===== src/rtl/pipe_pkg.sv =====
// -----------------------------------------------------------------------------
// pipe_pkg
// Shared constants for the falling-edge latch pipeline.
//   DEPTH_MAX  : deepest pipeline the design is built for.
//   occ_width  : bits needed to count 0..depth valid stages.
// -----------------------------------------------------------------------------
package pipe_pkg;

  localparam int DEPTH_MAX = 8;

  function automatic int occ_width(input int depth);
    return $clog2(depth + 1);
  endfunction

endpackage


===== src/rtl/pipe_stage_fall.sv =====
// -----------------------------------------------------------------------------
// pipe_stage_fall
// One pipeline stage: a WIDTH-bit data register plus its valid bit, updated on
// the falling edge of clk and cleared asynchronously by clr.
// Ports:
//   clk      : clock, state changes on its falling edge
//   clr      : asynchronous active-high clear (valid=0, data=RESET_VAL)
//   i_load   : stage is ready this edge; take the upstream slot
//   i_flush  : invalidate the stage; dominates i_load, data holds
//   i_valid  : upstream valid bit
//   i_data   : upstream payload
//   o_valid  : stage valid bit
//   o_data   : stage payload
// -----------------------------------------------------------------------------
module pipe_stage_fall #(
  parameter int               WIDTH     = 32,
  parameter logic [WIDTH-1:0] RESET_VAL = '0
) (
  input  logic             clk,
  input  logic             clr,
  input  logic             i_load,
  input  logic             i_flush,
  input  logic             i_valid,
  input  logic [WIDTH-1:0] i_data,
  output logic             o_valid,
  output logic [WIDTH-1:0] o_data
);

  logic             r_valid;
  logic [WIDTH-1:0] r_data;

  always_ff @(negedge clk or posedge clr) begin
    if (clr) begin
      r_valid <= 1'b0;
    end else if (i_flush) begin
      r_valid <= 1'b0;
    end else if (i_load) begin
      r_valid <= i_valid;
    end
  end

  // Payload only moves when a real item moves in; a bubble passing through
  // leaves the old payload in place.
  always_ff @(negedge clk or posedge clr) begin
    if (clr) begin
      r_data <= RESET_VAL;
    end else if (i_load && i_valid && !i_flush) begin
      r_data <= i_data;
    end
  end

  assign o_valid = r_valid;
  assign o_data  = r_data;

endmodule


===== src/rtl/pipe_latch_fall.sv =====
// -----------------------------------------------------------------------------
// pipe_latch_fall
// DEPTH-stage valid/ready pipeline clocked on the falling edge. Empty stages
// accept even while the output is stalled, so bubbles collapse toward the
// output end.
// Ports:
//   clk       : clock, state changes on its falling edge
//   clr       : asynchronous active-high clear of all stages
//   en        : downstream accept; the last stage empties on an edge with en=1
//   flush     : synchronous invalidate of all stages, drops the offered input
//   in_valid  : upstream offers in_data
//   in_data   : upstream payload
//   in_ready  : stage 0 can load this edge (combinational)
//   out_valid : valid bit of the last stage
//   out_data  : payload of the last stage
//   occupancy : number of valid stages (combinational)
// -----------------------------------------------------------------------------
module pipe_latch_fall
  import pipe_pkg::*;
#(
  parameter int               WIDTH     = 32,
  parameter int               DEPTH     = 1,
  parameter logic [WIDTH-1:0] RESET_VAL = '0
) (
  input  logic                          clk,
  input  logic                          clr,
  input  logic                          en,
  input  logic                          flush,
  input  logic                          in_valid,
  input  logic [WIDTH-1:0]              in_data,
  output logic                          in_ready,
  output logic                          out_valid,
  output logic [WIDTH-1:0]              out_data,
  output logic [occ_width(DEPTH)-1:0]   occupancy
);

  localparam int OCC_W = occ_width(DEPTH);

  logic [DEPTH-1:0] w_valid;
  logic [DEPTH-1:0] w_ready;
  logic [DEPTH-1:0] w_up_valid;
  logic [WIDTH-1:0] w_data    [DEPTH];
  logic [WIDTH-1:0] w_up_data [DEPTH];

  // Ready ripples from the output end back to the input: a stage is ready if
  // it is empty or the stage after it is ready (en for the last stage).
  always_comb begin
    logic w_adv;
    w_ready = '0;
    w_adv   = en;
    for (int k = DEPTH - 1; k >= 0; k--) begin
      w_ready[k] = ~w_valid[k] | w_adv;
      w_adv      = w_ready[k];
    end
  end

  always_comb begin
    logic [OCC_W-1:0] w_cnt;
    w_cnt = '0;
    for (int k = 0; k < DEPTH; k++) begin
      w_cnt = w_cnt + OCC_W'(w_valid[k]);
    end
    occupancy = w_cnt;
  end

  for (genvar k = 0; k < DEPTH; k++) begin : g_stage
    if (k == 0) begin : g_head
      assign w_up_valid[k] = in_valid;
      assign w_up_data[k]  = in_data;
    end else begin : g_body
      assign w_up_valid[k] = w_valid[k-1];
      assign w_up_data[k]  = w_data[k-1];
    end

    pipe_stage_fall #(
      .WIDTH     (WIDTH),
      .RESET_VAL (RESET_VAL)
    ) u_stage (
      .clk     (clk),
      .clr     (clr),
      .i_load  (w_ready[k]),
      .i_flush (flush),
      .i_valid (w_up_valid[k]),
      .i_data  (w_up_data[k]),
      .o_valid (w_valid[k]),
      .o_data  (w_data[k])
    );
  end

  assign in_ready  = w_ready[0];
  assign out_valid = w_valid[DEPTH-1];
  assign out_data  = w_data[DEPTH-1];

endmodule

===== config.mk =====
export PLATFORM = sky130hd
export DESIGN_NAME = pipe_latch_fall
export DESIGN_NICKNAME = d
export VERILOG_FILES = /design/src/rtl/pipe_pkg.sv /design/src/rtl/pipe_stage_fall.sv /design/src/rtl/pipe_latch_fall.sv
export SDC_FILE = /design/constraint.sdc
export NUM_CORES = 1
export LEC_CHECK = 0
export ABC_AREA = 1
export BUFFER_PORTS_ARGS = -buffer_cell sky130_fd_sc_hd__clkbuf_2
export CORE_MARGIN = 3
export CORE_UTILIZATION = 35
export CTS_CLUSTER_DIAMETER = 80
export DETAILED_ROUTE_END_ITERATION = 8
export SYNTH_ARGS = -nofsm -noshare
export SYNTH_HDL_FRONTEND = slang
export SYNTH_SLANG_ARGS = --single-unit

===== constraint.sdc =====
create_clock -name clk -period 1.8 [get_ports clk]
set_input_delay 0.45 -clock clk [delete_from_list [all_inputs] [get_ports clk]]
set_output_delay 0.45 -clock clk [all_outputs]
set_load 0.02 [all_outputs]

After elaboration in Yosys (flattened, before gate mapping)
Index checks and enable logic that the tools add are counted.
Storage, ports and cells
  register bits: 33
  bits of input ports: 37
  logic and storage cells: 10
Cells by class
  multiplexer cells: 2
  bitwise logic cells: 2
  reduce and logical (&&, ||, !) cells: 4
Operator list (count)
  1-bit logical AND: 2
  1-bit 2-to-1 mux: 2
  2-bit nonzero test: 1
  1-bit logical NOT: 1
  1-bit inverter: 1
  1-bit bitwise OR: 1

Longest topological paths before layout
Gate-level depths: netlist of the first run.
  word-level depth: 4
  mapped depth: 6
  depth with buffers taken out: 5

Hierarchy
Synthesis of the first run repeated with hierarchy kept, for this count alone.
Second synthesis, totals
  cells, all modules: 152
  area, all modules: 1411.4 µm²
By module, submodules not included
  pipe_stage_fall: instances 1, cells each 149, area each 1396.3 µm², seq. area each 825.8 µm²
  pipe_latch_fall: instances 1, cells each 3, area each 15.0 µm², seq. area each 0.0 µm²

==> flow_metrics.tcl, run 1 <==
set metrics [dict create \
    mostFrequentLayoutCells "39 x clkbuf_8, 34 x clkbuf_2, 33 x dfrtn_1, 31 x nand2_1, 30 x nand2_2" \
    drive_above_1_share_pct 70.93 \
    finish.instance_area_mm2 0.002894 \
    pre_cts_ws_ns -0.4522 \
    syn_to_final_growth_pct 115.2 \
    placed_area_mm2 0.001858 \
    holdBufCountCts 0 \
    critPathCapture "occupancy" \
    r2r_slack_ns 0.54 \
    ys_types 11 \
    fp.dieArea_mm2 0.004623 \
    hp-class "reg2reg" \
    cts_buffer_depth 2 \
    grt_pass1_vias 1475 \
    cts.sinks 33 \
    rsz0062_at_grt "yes" \
    drtAntennaViolNets 0 \
    synth_area_mm2 0.001345 \
    grtUsageMet2_pct 35.26 \
    whs_ns 0.4546 \
    status "finished, violations left" \
    critPathMaxFanout 2 \
    grt_usage_pct 21.69 \
    critical_path.startpoint_type "register" \
    worst-r2r-cell-count 6 \
    synth_area_leader_cell "dfrtn_1" \
    critPathKind "reg2out" \
    clockRootBuffer "clkbuf_8" \
    synth_top_area_share_pct 61.40 \
    routed_via_density 4.868 \
    synth_nets 183 \
    setup.worst_path.start "g_stage[0].u_stage.o_valid" \
    hold_viol_final 0 \
    crit_required_ns 1.35 \
    synth-seq-cells 33 \
    setup_ws_ns -0.5401 \
    use_met1_pct 27.45 \
    portBuffers 71 \
    clock_skew_ns 0.0007705 \
    cts_max_level 2 \
    post-dp-hpwl_mm 2.448 \
    antennaDiodeCount 0 \
    coreArea_mm2 0.003521 \
    drcViolationCount 0 \
    setup_viol 68 \
    ys_warn_count 0 \
    rows 21 \
    die_h_um 67.99 \
    top_usage_layer "met2" \
    synthTopCellsByArea "dfrtn_1 61%, nand2_1 18%, nand3_1 12%, buf_6 2.5%, buf_4 2.2%" \
    syn_inst 146 \
    maxSlewViolCount 0 \
    peakVddDrop_mv 0.5709 \
    path_clk_slew_ns 0.05 \
    first_iter_violations 76 \
    crit_path_max_incr_delay_ns 0.46 \
    critPathCaptureType "primary output" \
    dr.pass1.iters 4 \
    die_width_um 67.99 \
    critical_path_arrival_ns 1.89 \
    relSlewSlack_pct 86.67 \
    insertion_delay_ns 0.29 \
    io_pins 72 \
    power.density_mw_per_mm2 836.0 \
    numCtsBuffers 5 \
    whs_path_depth 2 \
    cts_tree "yes" \
    drv_cap 0 \
    start_util_pct 38.20 \
    final_common_cell "clkbuf_8" \
    avgSynthCellArea_um2 9.213 \
    cp_cell_sequence "buf_6 -> buf_8" \
    r2r-start "g_stage[0].u_stage.o_valid" \
    antenna_found_initial 0 \
    tightest_slew_ns 0.1999 \
    gp_congestion 0.7234 \
    grt_pass1_wl_mm 7.176 \
    overflow 0 \
    r2r_end "g_stage[0].u_stage.o_data[14]" \
    yosysSeqAreaShare_pct 61.40 \
    slowest_stage "dfrtn_1" \
    avgRoutedWirePerCell_um 16.10 \
    cellLeakagePower_nw 1.483 \
    wirelength_mm 4.894 \
    gr-usage-met3_pct 6.568 \
    nFillCells 202 \
    vias 1480 \
    failed_checks "setup timing" \
    fin_nets 295 \
    grt_max_degree 34 \
]
[how the worst min path moves through the flow]
stage | startpoint | endpoint | slack [ns]
final | g_stage[0].u_stage.o_data[31] | g_stage[0].u_stage.o_data[31] | 0.45
after global routing | g_stage[0].u_stage.o_data[9] | g_stage[0].u_stage.o_data[9] | 0.47
after CTS | g_stage[0].u_stage.o_data[27] | g_stage[0].u_stage.o_data[27] | 0.44
after detailed placement | g_stage[0].u_stage.o_data[27] | g_stage[0].u_stage.o_data[27] | 0.43
after global placement | g_stage[0].u_stage.o_data[0] | g_stage[0].u_stage.o_data[0] | 0.42
after floorplan | g_stage[0].u_stage.o_data[0] | g_stage[0].u_stage.o_data[0] | 0.54
[synthesized netlist by cell type]
cell and count:
buf_2 3, a21oi_1 1, nand3_1 32, nand2_2 2, inv_1 2, buf_4 4, inv_2 1, nor2_4 1
buf_6 3, dfrtn_1 33, nand2_1 64
[layout make-up]
class | count | area (µm²) | share of cell area, %
sequential | 33 | 825.8 | 28.53
inverter | 3 | 25.02 | 0.8647
timing repair buffer | 112 | 1171 | 40.47
clock buffer | 7 | 86.33 | 2.983
tap | 46 | 57.56 | 1.989
multi-input combinational | 103 | 728.2 | 25.16
[logic make-up after synthesis]
logic type / count (synthesis) / share of synthesized area (%)
flops: 33 / 61.40
buf+inv: 13 / 6.697
compound gates: 1 / 0.3717
simple gates: 99 / 31.53
[routing by layer]
| layer | wire (µm) | up-vias |
|---|---|---|
| met3 | 328 | 9 |
| met5 | 0 | - |
| met2 | 2598 | 57 |
| met4 | 74 | 0 |
| li1 | - | 692 |
| met1 | 1892 | 722 |
[registers in the layout, summed over array words and instances (netlist names)]
| name | count |
|---|---|
| g_stage.u_stage.o_data | 32 |
| g_stage.u_stage.o_valid | 1 |
[per-stage QoR]
| step | instances | power [mW] | util [%] | setup TNS (ns) |
|---|---|---|---|---|
| after detailed placement | 269 | 1.446 | 52.77 | -18.27 |
| after global placement | 269 | 1.433 | 52.77 | -16.89 |
| after global routing | 304 | 2.521 | 82.20 | -22.01 |
| after CTS | 292 | 2.297 | 75.59 | -19.64 |
| after floorplan | 146 | 1.209 | - | -7.205 |
| final | 304 | 2.419 | 82.20 | -20.25 |
[where the power goes]
| part | switching, mW | total, mW | internal [mW] |
|---|---|---|---|
| combinational | 0.407 | 0.903 | 0.496 |
| clock | 0.262 | 0.565 | 0.303 |
| sequential | 0.0907 | 0.951 | 0.860 |
[repair_timing]
item / CTS / global route
gates resized for setup: 113 / 45
endpoints found under the setup margin: 67 / 68
buffers inserted: 9 / 13
gates cloned: 7 / 1
pin swaps: 5 / 5
[worst max-delay path, delay by kind of cell (launching register included)]
kind     cells  cell delay [ns]
flops        1             0.46
buf+inv      2             0.23
Power figures use the tool's default switching activity.
==> inputs of run 2 (changes only) <==
Settings changed: CORE_ASPECT_RATIO from default to 0.8, CORE_MARGIN 3 to 10.
==> run 2 against run 1 <==
Net effect:
- the run still ends with setup timing left
- clock power up 6.9%
- largest power group unchanged
- highest routed layer unchanged
- clock-buffer cell count unchanged
- clock skew up 0.0021 ns
- register-to-register slack worse by 0.03 ns
- flip-flop and latch count unchanged
==> flow_metrics.tcl, run 2 (synthesis results as in run 1) <==
set metrics [dict create \
    power.density_mw_per_mm2 910.0 \
    antenna_found_initial 0 \
    cts.sinks 33 \
    seq_area_um2 825.8 \
    critPathCaptureType "primary output" \
    dr.pass1.iters 4 \
    clock_skew_ns 0.002855 \
    cellLeakagePower_nw 1.392 \
    r2r-start "g_stage[0].u_stage.o_valid" \
    mostFrequentLayoutCells "64 x nand2_1, 40 x clkbuf_8, 35 x clkbuf_2, 33 x dfrtn_1, 30 x nand3_1" \
    grt_pass1_vias 1441 \
    power.total_mw 2.315 \
    min_to "g_stage[0].u_stage.o_data[11]" \
    start_util_pct 35.83 \
    status "finished, violations left" \
    cts_max_level 2 \
    rows 20 \
    crit_path_max_incr_delay_ns 0.47 \
    finish.instance_area_mm2 0.002544 \
    die_width_um 89.31 \
    cts_buffer_depth 2 \
    critical_path_buf_inv_count 1 \
    wirelength_mm 4.672 \
    fin_nets 285 \
    pre_cts_ws_ns -0.4240 \
    routed_via_density 4.567 \
    failed_checks "setup timing" \
    coreArea_mm2 0.003754 \
    final_cells 293 \
    largest_reg_flops 32 \
    hold_viol_final 0 \
    insertion_delay_ns 0.28 \
    fp.dieArea_mm2 0.006738 \
    overflow 0 \
    fin_tns_setup_ns -21.38 \
    critPathMaxFanout 3 \
    critPathKind "reg2out" \
    critical_path_arrival_ns 1.86 \
    first_iter_violations 31 \
    clockRootBuffer "clkbuf_8" \
    min_from "g_stage[0].u_stage.o_data[11]" \
    setup_ws_ns -0.5110 \
    hp-class "reg2reg" \
    io_pins 72 \
    gp_congestion 0.7240 \
    drtAntennaViolNets 0 \
    vias 1338 \
    final_util_pct 67.77 \
    grt_pass1_wl_mm 7.245 \
    whs_ns 0.4312 \
    die_h_um 75.45 \
    cts_tree "yes" \
    path_clk_slew_ns 0.05 \
    placed_area_mm2 0.001785 \
    tightest_slew_ns 0.2356 \
    drv_cap 0 \
    peakVddDrop_mv 0.5361 \
    drcViolationCount 0 \
    maxSlewViolCount 0 \
    syn_to_final_growth_pct 89.12 \
    final_common_cell "nand2_1" \
    multi_input_area_um2 518.0 \
    grt_max_degree 23 \
    slowest_stage "dfrtn_1" \
    numCtsBuffers 5 \
    worst-r2r-cell-count 5 \
    grt_usage_pct 14.17 \
    holdBufCountCts 0 \
    portBuffers 71 \
    critical_path.startpoint_type "register" \
    placed_cells 261 \
    antennaDiodeCount 0 \
    nFillCells 311 \
    r2r_end "g_stage[0].u_stage.o_data[30]" \
    crit_required_ns 1.35 \
    cp_cell_sequence "nand2_4 -> buf_8" \
    post-dp-hpwl_mm 2.842 \
    rsz0062_at_grt "yes" \
    whs_path_depth 2 \
    relSlewSlack_pct 84.30 \
    setup_viol 68 \
    drive_above_1_share_pct 48.59 \
    r2r_slack_ns 0.51 \
    path_delay_family "flip-flops" \
    avgRoutedWirePerCell_um 15.95 \
]
## run 2: changes by cell type in the layout (fill, tap and decap cells not counted), sizes merged
cell	change
buf	-13
clkinv	+1
bufbuf	+2
clkbuf	+1
## run 2: power breakdown
| group | internal (mW) | total (mW) | switching [mW] |
|---|---|---|---|
| clock network | 0.345 | 0.604 | 0.259 |
| registers | 0.860 | 0.938 | 0.0777 |
| logic | 0.422 | 0.773 | 0.351 |
| total | 1.63 | 2.31 | 0.687 |
## run 2: area by class of cell
type,instances,share of cell area (%)
clock buffer,7,3.788
clock inverter,1,0.1968
multi-input combinational,103,20.36
inverter,3,0.8854
tap,44,2.164
timing repair buffer,102,40.14
sequential,33,32.46
## run 2: routing by layer
metal  vias up  track usage, %  part of all wire [%]
li1        671               -                     -
met1       611           16.94                    43
met2        52           22.28                    46
met3         4           6.624                    10
met4         0           4.225                  0.66
met5         -               0                     0
## run 2: worst min-delay path: cells and delay by family (launching register included)
family | cells | cell delay (ns)
flip-flops | 1 | 0.41
AND/OR/NAND/NOR | 2 | 0.11
## run 2: timing repair
item	4_1_cts	5_1_grt
endpoints found under the setup margin	67	68
resized for setup	89	3
hold endpoints to repair	0	0
pin swaps	4	1
gates cloned	5	0
buffers inserted	13	8
## run 2: worst max-delay path by stage
| stage | to | slack (ns) | depth (start not counted) | start |
|---|---|---|---|---|
| after global routing | in_ready | -0.56 | 2 | g_stage[0].u_stage.o_valid |
| after global placement | g_stage[0].u_stage.o_data[26] | -0.40 | 6 | in_valid |
| after floorplan | in_ready | -0.38 | 2 | g_stage[0].u_stage.o_valid |
| final | in_ready | -0.51 | 2 | g_stage[0].u_stage.o_valid |
| after CTS | in_ready | -0.53 | 2 | g_stage[0].u_stage.o_valid |
| after detailed placement | g_stage[0].u_stage.o_data[31] | -0.42 | 6 | in_valid |
==> inputs of run 3 (changes only) <==
--- a/config.mk
+++ b/config.mk
@@ -10,3 +10,3 @@
 export CORE_ASPECT_RATIO = 0.8
-export CORE_MARGIN = 10
+export CORE_MARGIN = 3
 export CORE_UTILIZATION = 35
@@ -14,2 +14,3 @@
 export DETAILED_ROUTE_END_ITERATION = 8
+export PLACE_DENSITY = 0.69
 export SYNTH_ARGS = -nofsm -noshare
--- a/constraint.sdc
+++ b/constraint.sdc
@@ -3,2 +3,2 @@
 set_output_delay 0.45 -clock clk [all_outputs]
-set_load 0.02 [all_outputs]
+set_load 0.01 [all_outputs]
==> run 3 against run 2 <==
Net effect:
- the flow still finishes with violations (setup timing)
- flip-flop and latch count is the same
- worst hold slack lost 0.0062 ns
- design area grew 4.5%
- power shrank 8.6%
- clock power shrank 13%
- combinational power shrank 15%
- clock skew is essentially flat
- global-route usage grew 6.6 points
- setup slack lost 0.0059 ns
- register-to-register slack gained 0.09 ns
- final cell count grew 1.4%
- sequential power is essentially flat
==> flow_metrics.tcl, run 3 (synthesis results as in run 1) <==
set metrics [dict create \
    status "finished, violations left" \
    failed_checks "setup timing" \
    wirelength_mm 4.833 \
    overflow 0 \
    r2r_end "g_stage[0].u_stage.o_data[2]" \
    r2r_slack_ns 0.60 \
    power.total_mw 2.115 \
    finish.instance_area_mm2 0.002659 \
    antenna_found_initial 0 \
    post-dp-hpwl_mm 2.457 \
    clock_skew_ns 0.002976 \
    gr-usage-met3_pct 5.057 \
    hold_viol_final 0 \
    drtAntennaViolNets 0 \
    grt_pass1_wl_mm 6.865 \
    die_width_um 75.31 \
    dr.pass1.iters 4 \
    portBuffers 71 \
    relSlewSlack_pct 87.21 \
    cellLeakagePower_nw 1.387 \
    drcViolationCount 0 \
    cts_buffer_depth 2 \
    grt_pass1_vias 1398 \
    grtUsageMet2_pct 36.53 \
    hp-class "reg2reg" \
    critPathMaxFanout 2 \
    power.density_mw_per_mm2 795.4 \
    path_clk_slew_ns 0.05 \
    min_from "g_stage[0].u_stage.o_data[28]" \
    drv_cap 0 \
    drive_above_1_share_pct 70.59 \
    worst-r2r-cell-count 5 \
    seq_power_share_pct 44.3 \
    vias 1475 \
    crit_required_ns 1.35 \
    cts_tree "yes" \
    cts_max_level 2 \
    start_util_pct 37.72 \
    avgRoutedWirePerCell_um 16.27 \
    use_met1_pct 25.28 \
    power_frac_comb_pct 31.0 \
    clockRootBuffer "clkbuf_8" \
    peakVddDrop_mv 0.6607 \
    placed_area_mm2 0.001780 \
    maxSlewViolCount 0 \
    setup.worst_path.start "g_stage[0].u_stage.o_valid" \
    p_int_mw 1.471 \
    critPathCaptureType "primary output" \
    largest_reg_flops 32 \
    tightest_slew_ns 0.1915 \
    r2r-start "g_stage[0].u_stage.o_valid" \
    critical_path_arrival_ns 1.87 \
    final_common_cell "clkbuf_2" \
    antennaDiodeCount 0 \
    setup_ws_ns -0.5169 \
    pwr-share-clk_pct 24.7 \
    die_h_um 61.45 \
    pre_cts_ws_ns -0.4313 \
    swShare_pct 30.45 \
    fp.dieArea_mm2 0.004627 \
    whs_path_depth 2 \
    syn_to_final_growth_pct 97.67 \
    io_pins 72 \
    routed_via_density 4.966 \
    cts.sinks 33 \
    top_usage_layer "met2" \
    min_to "g_stage[0].u_stage.o_data[28]" \
    coreArea_mm2 0.003566 \
    critPathKind "reg2out" \
    power.net_switching_mw 0.6440 \
    grt_max_degree 19 \
    grt_usage_pct 20.73 \
    mostFrequentLayoutCells "36 x clkbuf_2, 33 x dfrtn_1, 31 x nand2_2, 28 x buf_2, 27 x nand2_1" \
    gp_congestion 0.7242 \
    insertion_delay_ns 0.29 \
    rsz0062_at_grt "yes" \
    critical_path.startpoint_type "register" \
    rows 19 \
    fin_nets 291 \
    numCtsBuffers 5 \
    first_iter_violations 32 \
    setup_viol 67 \
]
## run 3: power by group through the flow
stage	logic, mW	clock network [mW]	registers [mW]
floorplan	0.148	0	0.978
global placement	0.379	0	0.932
detailed placement	0.388	0	0.931
CTS	0.526	0.531	0.921
global route	0.704	0.571	0.946
finish	0.655	0.523	0.937
## run 3: layer usage
layer	up-vias	share of wire, %	routed length (µm)
li1	690	-	-
met1	725	42	2011
met5	-	0	0
met3	8	5.0	240
met2	52	52	2501
met4	0	1.7	80
## run 3: worst max-delay path by stage
| stage | endpoint | slack, ns |
|---|---|---|
| after floorplan | in_ready | -0.29 |
| after global placement | g_stage[0].u_stage.o_data[25] | -0.38 |
| after detailed placement | g_stage[0].u_stage.o_data[14] | -0.43 |
| after CTS | out_valid | -0.54 |
| after global routing | occupancy | -0.54 |
| final | in_ready | -0.52 |
## run 3: repair_timing
item                                    4_1_cts  5_1_grt
hold endpoints to repair                      0        0
endpoints found under the setup margin       67       68
buffers inserted                             11       15
gates cloned                                  7        0
gates resized for setup                      54       87
pin swaps                                    23       14
hold buffers                                  0        0
## run 3: stage by stage
| step | instances | hold slack [ns] | TNS (ns) | util [%] |
|---|---|---|---|---|
| 5_1_grt | 297 | 0.4505 | -23.70 | 74.56 |
| 4_1_cts | 283 | 0.4197 | -19.28 | 66.11 |
| 6_report | 297 | 0.4250 | -21.45 | 74.56 |
| 2_1_floorplan | 146 | 0.4662 | -5.549 | - |
| 3_3_place_gp | 257 | 0.4166 | -15.07 | 49.93 |
| 3_5_place_dp | 257 | 0.4182 | -16.10 | 49.93 |
## run 3: area by class of cell
| type | count | area, µm² |
|---|---|---|
| Timing Repair Buffer | 108 | 923.4 |
| Fill cell | 238 | 907.1 |
| Inverter | 3 | 27.53 |
| Multi-Input combinational cell | 103 | 749.5 |
| Sequential cell | 33 | 825.8 |
| Tap cell | 42 | 52.55 |
| Clock buffer | 8 | 80.08 |
## run 3: critical path, stage by stage, from the launching register on
cell     delay, ns
dfrtn_1       0.46
nand2_4       0.09
buf_6         0.13
